==> config.mk <==
export PLATFORM = sky130hd
export DESIGN_NAME = bitscan_encoder
export DESIGN_NICKNAME = d
export VERILOG_FILES = /design/src/rtl/bitscan_pkg.sv /design/src/rtl/ffs_enc.sv /design/src/rtl/bitscan_encoder.sv
export SDC_FILE = /design/constraint.sdc
export NUM_CORES = 1
export LEC_CHECK = 0
export CAP_MARGIN = 20
export CORE_UTILIZATION = 50
export CTS_CLUSTER_SIZE = 12
export DETAILED_ROUTE_END_ITERATION = 8
export PLACE_DENSITY_LB_ADDON = 0.25
export SLEW_MARGIN = 20
export SYNTH_ARGS = -nofsm -noshare
export SYNTH_HDL_FRONTEND = slang
export SYNTH_SLANG_ARGS = --single-unit
==> constraint.sdc <==
create_clock -name clk -period 2.6 [get_ports clk]
set_input_delay 0.26 -clock clk [delete_from_list [all_inputs] [get_ports clk]]
set_output_delay 0.26 -clock clk [all_outputs]
set_load 0.05 [all_outputs]
==> src/rtl/bitscan_pkg.sv <==
// Shared types and default sizing for the bit-scan encoder.
package bitscan_pkg;

    typedef enum logic {
        IDLE = 1'b0,
        EMIT = 1'b1
    } bitscan_state_t;

    localparam int unsigned BITSCAN_WIDTH = 8;
    localparam int unsigned BITSCAN_IDX_W = $clog2(BITSCAN_WIDTH);

endpackage

==> src/rtl/ffs_enc.sv <==
// Combinational find-first-set: index, one-hot mask and single-bit flag of a vector.
module ffs_enc
    import bitscan_pkg::*;
#(
    parameter int unsigned  WIDTH     = BITSCAN_WIDTH,
    parameter bit           MSB_FIRST = 1'b0,
    localparam int unsigned IDX_W     = $clog2(WIDTH)
) (
    input  logic [WIDTH-1:0] pend_i,
    output logic [IDX_W-1:0] idx_o,
    output logic [WIDTH-1:0] onehot_o,
    output logic             single_o
);

    always_comb begin : scan
        logic found;
        idx_o    = '0;
        onehot_o = '0;
        found    = 1'b0;
        // Walk in scan order; the first hit wins and later bits are ignored.
        for (int unsigned i = 0; i < WIDTH; i++) begin
            if (!found && pend_i[IDX_W'(MSB_FIRST ? (WIDTH - 1 - i) : i)]) begin
                idx_o                  = IDX_W'(MSB_FIRST ? (WIDTH - 1 - i) : i);
                onehot_o[idx_o]        = 1'b1;
                found                  = 1'b1;
            end
        end
    end

    assign single_o = (pend_i != '0) && ((pend_i & (pend_i - WIDTH'(1))) == '0);

endmodule

==> src/rtl/bitscan_encoder.sv <==
// Sequential bit-scan encoder: emits the index of every set bit of an accepted
// vector, one beat per cycle, with a single flagged beat for an all-zero vector.
module bitscan_encoder
    import bitscan_pkg::*;
#(
    parameter int unsigned  WIDTH     = BITSCAN_WIDTH,
    parameter bit           MSB_FIRST = 1'b0,
    localparam int unsigned IDX_W     = $clog2(WIDTH)
) (
    input  logic             clk,
    input  logic             rst_n,
    input  logic             in_valid,
    output logic             in_ready,
    input  logic [WIDTH-1:0] in_vec,
    output logic             out_valid,
    input  logic             out_ready,
    output logic [IDX_W-1:0] out_idx,
    output logic             out_last,
    output logic             out_zero
);

    bitscan_state_t   state_q, state_d;
    logic [WIDTH-1:0] pend_q, pend_d;
    logic             zflag_q, zflag_d;

    logic [IDX_W-1:0] ffs_idx;
    logic [WIDTH-1:0] ffs_onehot;
    logic             ffs_single;
    logic             out_fire;

    ffs_enc #(
        .WIDTH     (WIDTH),
        .MSB_FIRST (MSB_FIRST)
    ) u_ffs (
        .pend_i   (pend_q),
        .idx_o    (ffs_idx),
        .onehot_o (ffs_onehot),
        .single_o (ffs_single)
    );

    assign out_valid = (state_q == EMIT);
    assign out_zero  = out_valid & zflag_q;
    assign out_last  = out_valid & (zflag_q | ffs_single);
    assign out_idx   = (out_valid && !zflag_q) ? ffs_idx : '0;
    assign out_fire  = out_valid & out_ready;

    // out_ready reaches in_ready combinationally so a new vector can load on the
    // same edge that retires the last beat of the current one.
    assign in_ready  = (state_q == IDLE) | (out_fire & out_last);

    always_comb begin
        state_d = state_q;
        pend_d  = pend_q;
        zflag_d = zflag_q;
        unique case (state_q)
            IDLE: begin
                if (in_valid) begin
                    pend_d  = in_vec;
                    zflag_d = (in_vec == '0);
                    state_d = EMIT;
                end
            end
            EMIT: begin
                if (out_fire) begin
                    if (!out_last) begin
                        pend_d = pend_q & ~ffs_onehot;
                    end else if (in_valid) begin
                        pend_d  = in_vec;
                        zflag_d = (in_vec == '0);
                    end else begin
                        pend_d  = '0;
                        zflag_d = 1'b0;
                        state_d = IDLE;
                    end
                end
            end
            default: begin
                pend_d  = '0;
                zflag_d = 1'b0;
                state_d = IDLE;
            end
        endcase
    end

    always_ff @(posedge clk or negedge rst_n) begin
        if (!rst_n) begin
            state_q <= IDLE;
            pend_q  <= '0;
            zflag_q <= 1'b0;
        end else begin
            state_q <= state_d;
            pend_q  <= pend_d;
            zflag_q <= zflag_d;
        end
    end

endmodule
[After elaboration in Yosys (flattened, before gate mapping)]
Cells that the tools add are included.
Storage, ports and cells
  bits in writable memories: 0
  logic and storage cells: 75
  input bits: 12
  output and inout bits: 7
  bits in latches: 0
  bits in registers: 10
  memories kept: 0
  memory bits (read-only): 0
Operators by class
  divide/modulo/power cells: 0
  add/subtract/negate cells: 1
  muxes and demuxes: 36
  eq/ne operators: 3
  reduce and logical (&&, ||, !) cells: 22
  bitwise logic cells: 10
  multiply operators: 0
  shift-type cells: 0
  $lt $le $gt $ge: 0
Operators by type and width (count)
  8-bit 2-to-1 mux: 4
  1-bit 2-to-1 mux: 22
  8-bit bitwise AND: 2
  8-bit zero test: 2
  8-bit case mux with 2 select lines: 1
  3-bit 2-to-1 mux: 5
  1-bit logical AND: 9
  1-bit zero test: 8
  8-bit NOT: 1
  8-bit nonzero test: 1
  8-bit by 1-bit subtractor with 8-bit output (second input constant): 1
  1-bit bitwise AND: 4
  2-bit 2-to-1 mux: 2
  2-bit != test (second input constant): 2
  1-bit case mux with 2 select lines: 2
  3-bit AND reduction: 1
  2-bit by 1-bit != test with 1-bit output (second input constant): 1
  1-bit bitwise OR: 2
  2-bit AND reduction: 1
  1-bit NOT: 1

[Logic depth before layout (Yosys ltp)]
Gate-level depths: netlist (run 1).
  depth after elaboration: 27
  mapped depth: 6
  depth with buffers taken out: 5

[Cells and area by module]
A second synthesis (run 1) with hierarchy kept.
Second synthesis, totals
  cell total of the unflattened synthesis: 78
  area, all modules: 705.7 um^2
By module, submodules not included
  bitscan_encoder: cells each 43, sequential area each 250.2 um^2, area each 486.7 um^2, instances 1
  ffs_enc: cells each 35, sequential area each 0.0 um^2, area each 219.0 um^2, instances 1

[Worst setup path after synthesis (run 1)]
Ideal clock, no wire load.
  kind: reg-to-output
  start point: reg state_q, in the netlist out_valid
  end point: out out_idx[1]
  data required time: 2.340 ns
  arrival: 3.567 ns
  setup slack: -1.227 ns
  path buffers: 1
  cell stages (with the launch flop): 4
  path through: dfrtp_1 nand2b_1 clkbuf_1 a2111oi_0
Between the ends
  word-level cells in the longest chain between the ends: 2
RTL lines
  from (decl): line bitscan_encoder.sv:22  | bitscan_state_t state_q, state_d;
  from (signal assigned): line bitscan_encoder.sv:91  | state_q <= state_d;
  1-bit logical AND: line bitscan_encoder.sv:44  | assign out_idx = (out_valid && !zflag_q) ? ffs_idx : '0;
  3-bit 2-to-1 mux: line bitscan_encoder.sv:44
  to (decl): line bitscan_encoder.sv:17  | output logic [IDX_W-1:0] out_idx,
Every way passes these cells.

[Final worst setup path (run 1)]
  start point: reg pend_q[1]
  end point: out out_idx[2]
Between the ends
  word-level cells in the longest chain between the ends: 21
  elaborated cells between the ends (all ways): 24
  those cells by class: mux: 11; reduce/logical: 13
RTL lines
  from (decl): line bitscan_encoder.sv:23  | logic [WIDTH-1:0] pend_q, pend_d;
  from (signal assigned): line bitscan_encoder.sv:92  | pend_q <= pend_d;
  1-bit logical AND (*): line ffs_enc.sv:22  | if (!found && pend_i[IDX_W'(MSB_FIRST ? (WIDTH - 1 - i) : i)]) begin
  1-bit 2-to-1 mux (*): line ffs_enc.sv:22
  1-bit zero test: line ffs_enc.sv:22
  1-bit logical AND: line ffs_enc.sv:22
  1-bit 2-to-1 mux (*): line ffs_enc.sv:22
  1-bit zero test: line ffs_enc.sv:22
  1-bit logical AND: line ffs_enc.sv:22
  1-bit 2-to-1 mux (*): line ffs_enc.sv:22
  [5 not listed]
  1-bit 2-to-1 mux: line ffs_enc.sv:22
  1-bit zero test: line ffs_enc.sv:22
  1-bit logical AND: line ffs_enc.sv:22
  1-bit 2-to-1 mux: line ffs_enc.sv:22
  1-bit zero test: line ffs_enc.sv:22
  1-bit logical AND: line ffs_enc.sv:22
  3-bit 2-to-1 mux (*): line ffs_enc.sv:22
  3-bit 2-to-1 mux (*): line bitscan_encoder.sv:44
Every way passes the cells marked *; elsewhere a longest branch is shown, timed or not.

==> Implementation_results.wiki, run 1 <==
{| class="wikitable"
! Metric !! Value
|-
| Result of the run || complete, no violations
|-
| Final cycle utilization of the critical path || a little over nine tenths
|-
| Root buffer cell || sky130_fd_sc_hd__clkbuf_4
|-
| Length of routed met3 wiring || between 40 and 50 um
|-
| Number of antenna violations at the first check in global routing || 0
|-
| Number of pins exceeding their max-slew limit in the final report || 0
|-
| DR DRC count || 0
|-
| Register bit count reported by yosys || 10
|-
| Setup Skew || just under 0.005 ns
|-
| Setup repair after global routing missed its margin || false
|-
| Slew @ Worst Pin || between 0.4 and 0.5 ns
|-
| Number of H-tree branching levels || 1
|-
| Fill count || 106
|-
| WP data arrival || between 2 and 2.5 ns
|-
| Number of top-level pins || 19
|-
| Critical path required time || 2.34 ns
|-
| Post-layout net count || approximately 130
|-
| Register-to-Register Setup Slack || a little over 0.8 ns
|-
| Buffers from clock root to sink, at most || 2
|-
| TritonCTS buffer count || 3
|-
| Element type at the critical path start || register
|-
| Core Region || 1350 um^2
|-
| Routed length per instance || about 13 um
|-
| First-pass GRT wire length || 2.553 mm
|-
| Critical path peak fanout || 9
|-
| Synth warn || 0
|-
| Count of mapped cells out of synthesis || 93
|-
| Post-synth design cell area || 748.2 um^2
|-
| Via count of the routed design || between 700 and 800
|-
| Post-Route Setup TNS || 0 ns
|-
| Port buffer count || 18
|-
| Post-layout utilization of the core || 71.92%
|-
| Antenna diode instance count || 0
|-
| 1st-pass router iterations || 4
|-
| Worst R2R Start || pend_q[1]$_DFFE_PN0P_
|-
| Remaining global-route overflow || 0
|-
| Post-synthesis area per instance || about 8.0 um^2
|-
| Area growth from synthesis to layout || 29.77%
|-
| Fraction of final layout cells sized beyond drive strength 1 || about 14%
|-
| Worst Hold Class || in -> async
|-
| Detailed-routed wire length on met2 || between 800 and 900 um
|-
| Maximum Capacitance Violations || 0
|-
| Insertion delay to the later sink of the worst-skew pair || roughly 0.25 ns
|-
| Top metal layer carrying routed signals || met4
|-
| Die outline height || around 41 um
|-
| Total number of clock tree sinks || 10
|-
| Sequential cell area fraction in the yosys report || 33.44%
|-
| Post-synth cell types || 29
|-
| Total Die Area || between 1500 and 2000 um^2
|-
| Number of placement rows || 13
|-
| Hold Fails Final Rpt || 0
|-
| Initial standard-cell utilization of the core || between 50% and 60%
|-
| Clock transition at the registers of the reported paths || roughly 0.06 ns
|-
| Total Routed Length || 1.697 mm
|-
| Instance area after placement || 943.4 um^2
|-
| Gp weighted congestion || around 0.84
|-
| Post-layout instance area || just under 1000 um^2
|-
| Worst Setup End Kind || output port
|-
| Count of routing violations after the opening detailed-route iteration || 21
|-
| # hold bufs at CTS || 0
|-
| CTS tree || built
|-
| Crit Path Category || reg -> out
|-
| Floorplan die width || ~40 um
|-
| Routed vias/inst || 5.852
|-
| DRT met1 WL || 815 um
|-
| Time the worst path needs with I/O delays and setup || 2.508 ns
|-
| Placed wire-length estimate after detailed placement || 1.391 mm
|-
| Pin count of the biggest net entering global routing || 11
|-
| Post-Synthesis Net Count || between 100 and 150
|-
| CP startpoint || pend_q[1]$_DFFE_PN0P_
|-
| Achievable clock frequency || 398.7 MHz
|-
| Worst-case headroom to the max-slew limit || roughly two thirds
|-
| Via count of the first global-routing pass || approximately 610
|-
| Total track usage || 23.31%
|-
| Setup-violating endpoint count in the final report || 0
|-
| Post-route antenna net violation count || 0
|}
layout make-up:
| cell class | instances | area [um^2] | share of cell area (%) |
|---|---|---|---|
| inverters | 3 | 11.26 | 1.160 |
| multi-input cells | 77 | 473.0 | 48.71 |
| well taps | 15 | 18.77 | 1.933 |
| flip-flops and latches | 10 | 250.2 | 25.77 |
| repair buffers | 20 | 195.2 | 20.10 |
| clock buffers | 3 | 22.52 | 2.320 |
worst paths after layout:
kind                                    endpoint  cells after the start
max reg2reg                  out_valid$_DFF_PN0_                      5
min reg2reg                pend_q[6]$_DFFE_PN0P_                      2
max                                   out_idx[2]                      3
min in group clk           pend_q[5]$_DFFE_PN0P_                      3
min                        pend_q[5]$_DFFE_PN0P_                      1
max in group asynchronous  pend_q[6]$_DFFE_PN0P_                      1
timing repair:
| action | 4_1_cts | 5_1_grt |
|---|---|---|
| setup buffers | 0 | 0 |
| setup endpoints to repair | 0 | 2 |
| resized for setup | 0 | 2 |
cell usage after synthesis:
master | number | area [um^2]
sky130_fd_sc_hd__or2_2 | 1 | 6.260
sky130_fd_sc_hd__nor3_1 | 2 | 10.01
sky130_fd_sc_hd__o22ai_1 | 1 | 6.260
sky130_fd_sc_hd__a211oi_1 | 1 | 7.510
sky130_fd_sc_hd__nand2b_1 | 1 | 6.260
sky130_fd_sc_hd__dfrtp_1 | 10 | 250.2
sky130_fd_sc_hd__nand4b_1 | 3 | 26.28
sky130_fd_sc_hd__nor3_2 | 2 | 20.02
sky130_fd_sc_hd__mux2i_1 | 2 | 20.02
sky130_fd_sc_hd__nor2b_1 | 1 | 6.260
sky130_fd_sc_hd__buf_6 | 1 | 11.26
sky130_fd_sc_hd__clkbuf_1 | 1 | 3.750
sky130_fd_sc_hd__a2111oi_0 | 1 | 8.760
sky130_fd_sc_hd__nor4_1 | 2 | 12.51
sky130_fd_sc_hd__nand2_1 | 10 | 37.54
sky130_fd_sc_hd__inv_1 | 3 | 11.26
sky130_fd_sc_hd__a41o_1 | 1 | 10.01
sky130_fd_sc_hd__or3_1 | 2 | 12.51
sky130_fd_sc_hd__nand3_2 | 1 | 10.01
sky130_fd_sc_hd__o21ai_0 | 18 | 90.09
sky130_fd_sc_hd__and2_1 | 2 | 12.51
sky130_fd_sc_hd__nor2_1 | 13 | 48.80
sky130_fd_sc_hd__buf_2 | 1 | 5.000
sky130_fd_sc_hd__and4_1 | 1 | 8.760
sky130_fd_sc_hd__a21oi_1 | 7 | 35.03
sky130_fd_sc_hd__nor4_4 | 2 | 42.54
sky130_fd_sc_hd__nand4_2 | 1 | 12.51
sky130_fd_sc_hd__a31o_2 | 1 | 8.760
sky130_fd_sc_hd__nor3b_1 | 1 | 7.510
sequential cells by signal, summed over array words and instances (netlist names):
name,count
out_valid,1
pend_q,8
zflag_q,1
critical path, cell delays in order, from the launching register on:
cell and delay [ns]:
sky130_fd_sc_hd__dfrtp_1 0.50, sky130_fd_sc_hd__nor4_4 0.40, sky130_fd_sc_hd__nor3b_1 0.26, sky130_fd_sc_hd__clkdlybuf4s50_1 0.84
cells by family after synthesis:
logic type	share of synthesized area, %
buffers and inverters	4.179
AO/OA/AOI/OAI	22.24
multiplexers	2.676
AND/OR/NAND/NOR	37.46
flip-flops	33.44
metal layers:
| layer | GRT usage (%) | vias to the layer above |
|---|---|---|
| met5 | 0 | - |
| met4 | 7.500 | 0 |
| met3 | 1.630 | 2 |
| met2 | 38.89 | 18 |
| met1 | 31.96 | 340 |
| li1 | - | 389 |
stage by stage:
step / worst slack, ns / hold slack, ns / std cells
floorplan: 0.07807 / -0.03559 / 93
global placement: 0.3804 / 0.5934 / 125
detailed placement: 0.3403 / 0.5969 / 125
CTS: 0.05418 / 0.3241 / 128
global route: 0.001975 / 0.3391 / 128
finish: 0.09203 / 0.3161 / 128
placed cells by master (no fill, tap or decap), types with 3 or more instances in the layout:
| cell type | instances |
|---|---|
| sky130_fd_sc_hd__nand4b_1 | 3 |
| sky130_fd_sc_hd__buf_4 | 4 |
| sky130_fd_sc_hd__dfrtp_1 | 10 |
| sky130_fd_sc_hd__inv_1 | 3 |
| sky130_fd_sc_hd__clkdlybuf4s50_1 | 14 |
| sky130_fd_sc_hd__a21oi_1 | 7 |
| sky130_fd_sc_hd__nand2_1 | 10 |
| sky130_fd_sc_hd__clkbuf_4 | 3 |
| sky130_fd_sc_hd__nor2_1 | 13 |
| sky130_fd_sc_hd__o21ai_0 | 18 |
Power of run 1 is not shown: default switching activity piles up to over one toggle a cycle in this logic, so the estimate is an artifact.
==> run 2, diff against run 1 <==
- CTS_CLUSTER_SIZE: 12 -> 8
- PLACE_DENSITY_LB_ADDON: 0.25 -> 0.12
==> Implementation_results.wiki, run 2 (synthesis gave the netlist of run 1 again) <==
{| class="wikitable"
! Metric !! Value
|-
| Result of the run || complete, no violations
|-
| Buf+Inv Stages, Crit Path || 1 (unchanged)
|-
| Count of routing violations after the opening detailed-route iteration || 27 (+29%)
|-
| Worst Hold Class || in -> async
|-
| Time the worst path needs with I/O delays and setup || 2.538 ns (+0.02989 ns)
|-
| Remaining global-route overflow || 0 (unchanged)
|-
| Core Region || 1350 um^2 (unchanged)
|-
| Area used by sequential logic in the layout || 250.2 um^2 (unchanged)
|-
| Fraction of final layout cells sized beyond drive strength 1 || 14.29% (+0.13 points)
|-
| Area occupied by multi-input gates || 473.0 um^2 (unchanged)
|-
| Number of antenna violations at the first check in global routing || 0 (unchanged)
|-
| Antenna diode instance count || 0 (unchanged)
|-
| Setup repair after global routing missed its margin || false
|-
| Routed length per instance || 14.43 um (+8.9%)
|-
| Post-layout net count || 125 (-1.6%)
|-
| CTS tree || built
|-
| Register-to-Register Setup Slack || 0.79 ns (-0.03 ns)
|-
| Delay of the slowest cell on the worst path || 0.84 ns (about the same)
|-
| Worst-case headroom to the max-slew limit || 66.45% (-0.27 points)
|-
| Setup Skew || 0.008055 ns (+0.003128 ns)
|-
| Top Family by Delay on Critical Path || buffers and inverters
|-
| Slowest-stage cell, CP || sky130_fd_sc_hd__clkdlybuf4s50_1
|-
| Critical path required time || 2.34 ns (about the same)
|-
| Crit path cell chain || nor4_4 -> nor3b_1 -> clkdlybuf4s50_1
|-
| Post-layout utilization of the core || 71.46% (-0.46 points)
|-
| Number of H-tree branching levels || 1 (unchanged)
|-
| Setup repair bufs after CTS || 0 (unchanged)
|-
| Die outline height || 40.69 um (unchanged)
|-
| Number of placement rows || 13 (unchanged)
|-
| Port buffer count || 18 (unchanged)
|-
| Area growth from synthesis to layout || 28.93%
|-
| TritonCTS buffer count || 3 (unchanged)
|-
| Achievable clock frequency || 394.0 MHz (-1.2%)
|-
| Hold Fails Final Rpt || 0 (unchanged)
|-
| Commonest non-fill, non-tap cells in the layout || sky130_fd_sc_hd__o21ai_0, sky130_fd_sc_hd__clkdlybuf4s50_1, sky130_fd_sc_hd__nor2_1
|-
| Register with the highest flop count || pend_q
|-
| Total number of clock tree sinks || 10 (unchanged)
|-
| Commonest non-fill, non-tap cell in the layout || sky130_fd_sc_hd__o21ai_0
|-
| Post-Route Setup TNS || 0 ns (unchanged)
|-
| Total Routed Length || 1.833 mm (+8.0%)
|-
| Placed wire-length estimate after detailed placement || 1.444 mm (+3.8%)
|-
| Initial standard-cell utilization of the core || 55.42% (unchanged)
|-
| Buffers from clock root to sink, at most || 2 (unchanged)
|-
| Critical path peak fanout || 9 (unchanged)
|-
| Routed vias/inst || 6.008 (+2.7%)
|-
| Maximum Capacitance Violations || 0 (unchanged)
|-
| Via count of the routed design || 763 (+1.9%)
|-
| Root buffer cell || sky130_fd_sc_hd__clkbuf_4
|-
| Setup-violating endpoint count in the final report || 0 (unchanged)
|-
| Pin count of the biggest net entering global routing || 12 (+1)
|-
| Largest register FFs || 8 (unchanged)
|-
| Fill count || 115 (+8.5%)
|-
| Crit Path Category || reg -> out
|-
| First-pass GRT wire length || 2.760 mm (+8.1%)
|-
| Element type at the critical path start || register
|-
| Post-route antenna net violation count || 0 (unchanged)
|-
| Via count of the first global-routing pass || 640 (+5.3%)
|-
| Number of top-level pins || 19 (unchanged)
|-
| Final cycle utilization of the critical path || 97.61% (+1.1 points)
|-
| Insertion delay to the later sink of the worst-skew pair || 0.28 ns (+0.03 ns)
|-
| Gp weighted congestion || 0.8284 (-1.1%)
|-
| 1st-pass router iterations || 4 (unchanged)
|-
| Total track usage || 26.50% (+3.2 points)
|-
| Floorplan die width || 40.69 um (unchanged)
|-
| Total Die Area || 1655 um^2 (unchanged)
|-
| Number of pins exceeding their max-slew limit in the final report || 0 (unchanged)
|-
| Slew @ Worst Pin || 0.4892 ns (-0.009189 ns)
|-
| Worst Setup End Kind || output port
|-
| Clock transition at the registers of the reported paths || 0.07 ns (about the same)
|-
| DR DRC count || 0 (unchanged)
|-
| # hold bufs at CTS || 0 (unchanged)
|-
| WP data arrival || 2.28 ns (+0.03 ns)
|}
## run 2: routing by layer
layer,routed length (um),GRT usage [%]
met1,827,35.56
met2,902,42.46
met3,62,3.261
met4,41,12.50
met5,0,0
## run 2: through the flow
step                cells  setup WS (ns)  hold slack, ns  cell area, um^2
floorplan              93        0.07807        -0.03559            754.5
global placement      123         0.3836          0.5947            925.9
detailed placement    123         0.3328          0.5931            925.9
CTS                   127        0.02673          0.2982            962.2
global route          127       0.004931          0.3111            964.7
finish                127        0.06215          0.2811            964.7
## run 2: layout make-up
type | instances | area share (%)
multi-input combinational | 77 | 49.03
sequential | 10 | 25.94
timing repair buffer | 18 | 18.16
clock buffer | 4 | 3.761
tap | 15 | 1.946
inverter | 3 | 1.167
## run 2: worst paths after layout
kind / start / to / depth (start not counted)
max: pend_q[1]$_DFFE_PN0P_ / out_idx[2] / 3
min: rst_n / pend_q[1]$_DFFE_PN0P_ / 1
max reg2reg: pend_q[5]$_DFFE_PN0P_ / out_valid$_DFF_PN0_ / 5
min reg2reg: pend_q[6]$_DFFE_PN0P_ / pend_q[6]$_DFFE_PN0P_ / 2
max in group asynchronous: rst_n / pend_q[2]$_DFFE_PN0P_ / 1
min in group clk: in_vec[5] / pend_q[5]$_DFFE_PN0P_ / 3
## run 2: what timing repair did
action	in CTS	in global routing
resized for setup	0	1
hold endpoints to repair	0	0
setup endpoints to repair	0	1
Power of run 2 is left out for the same reason.
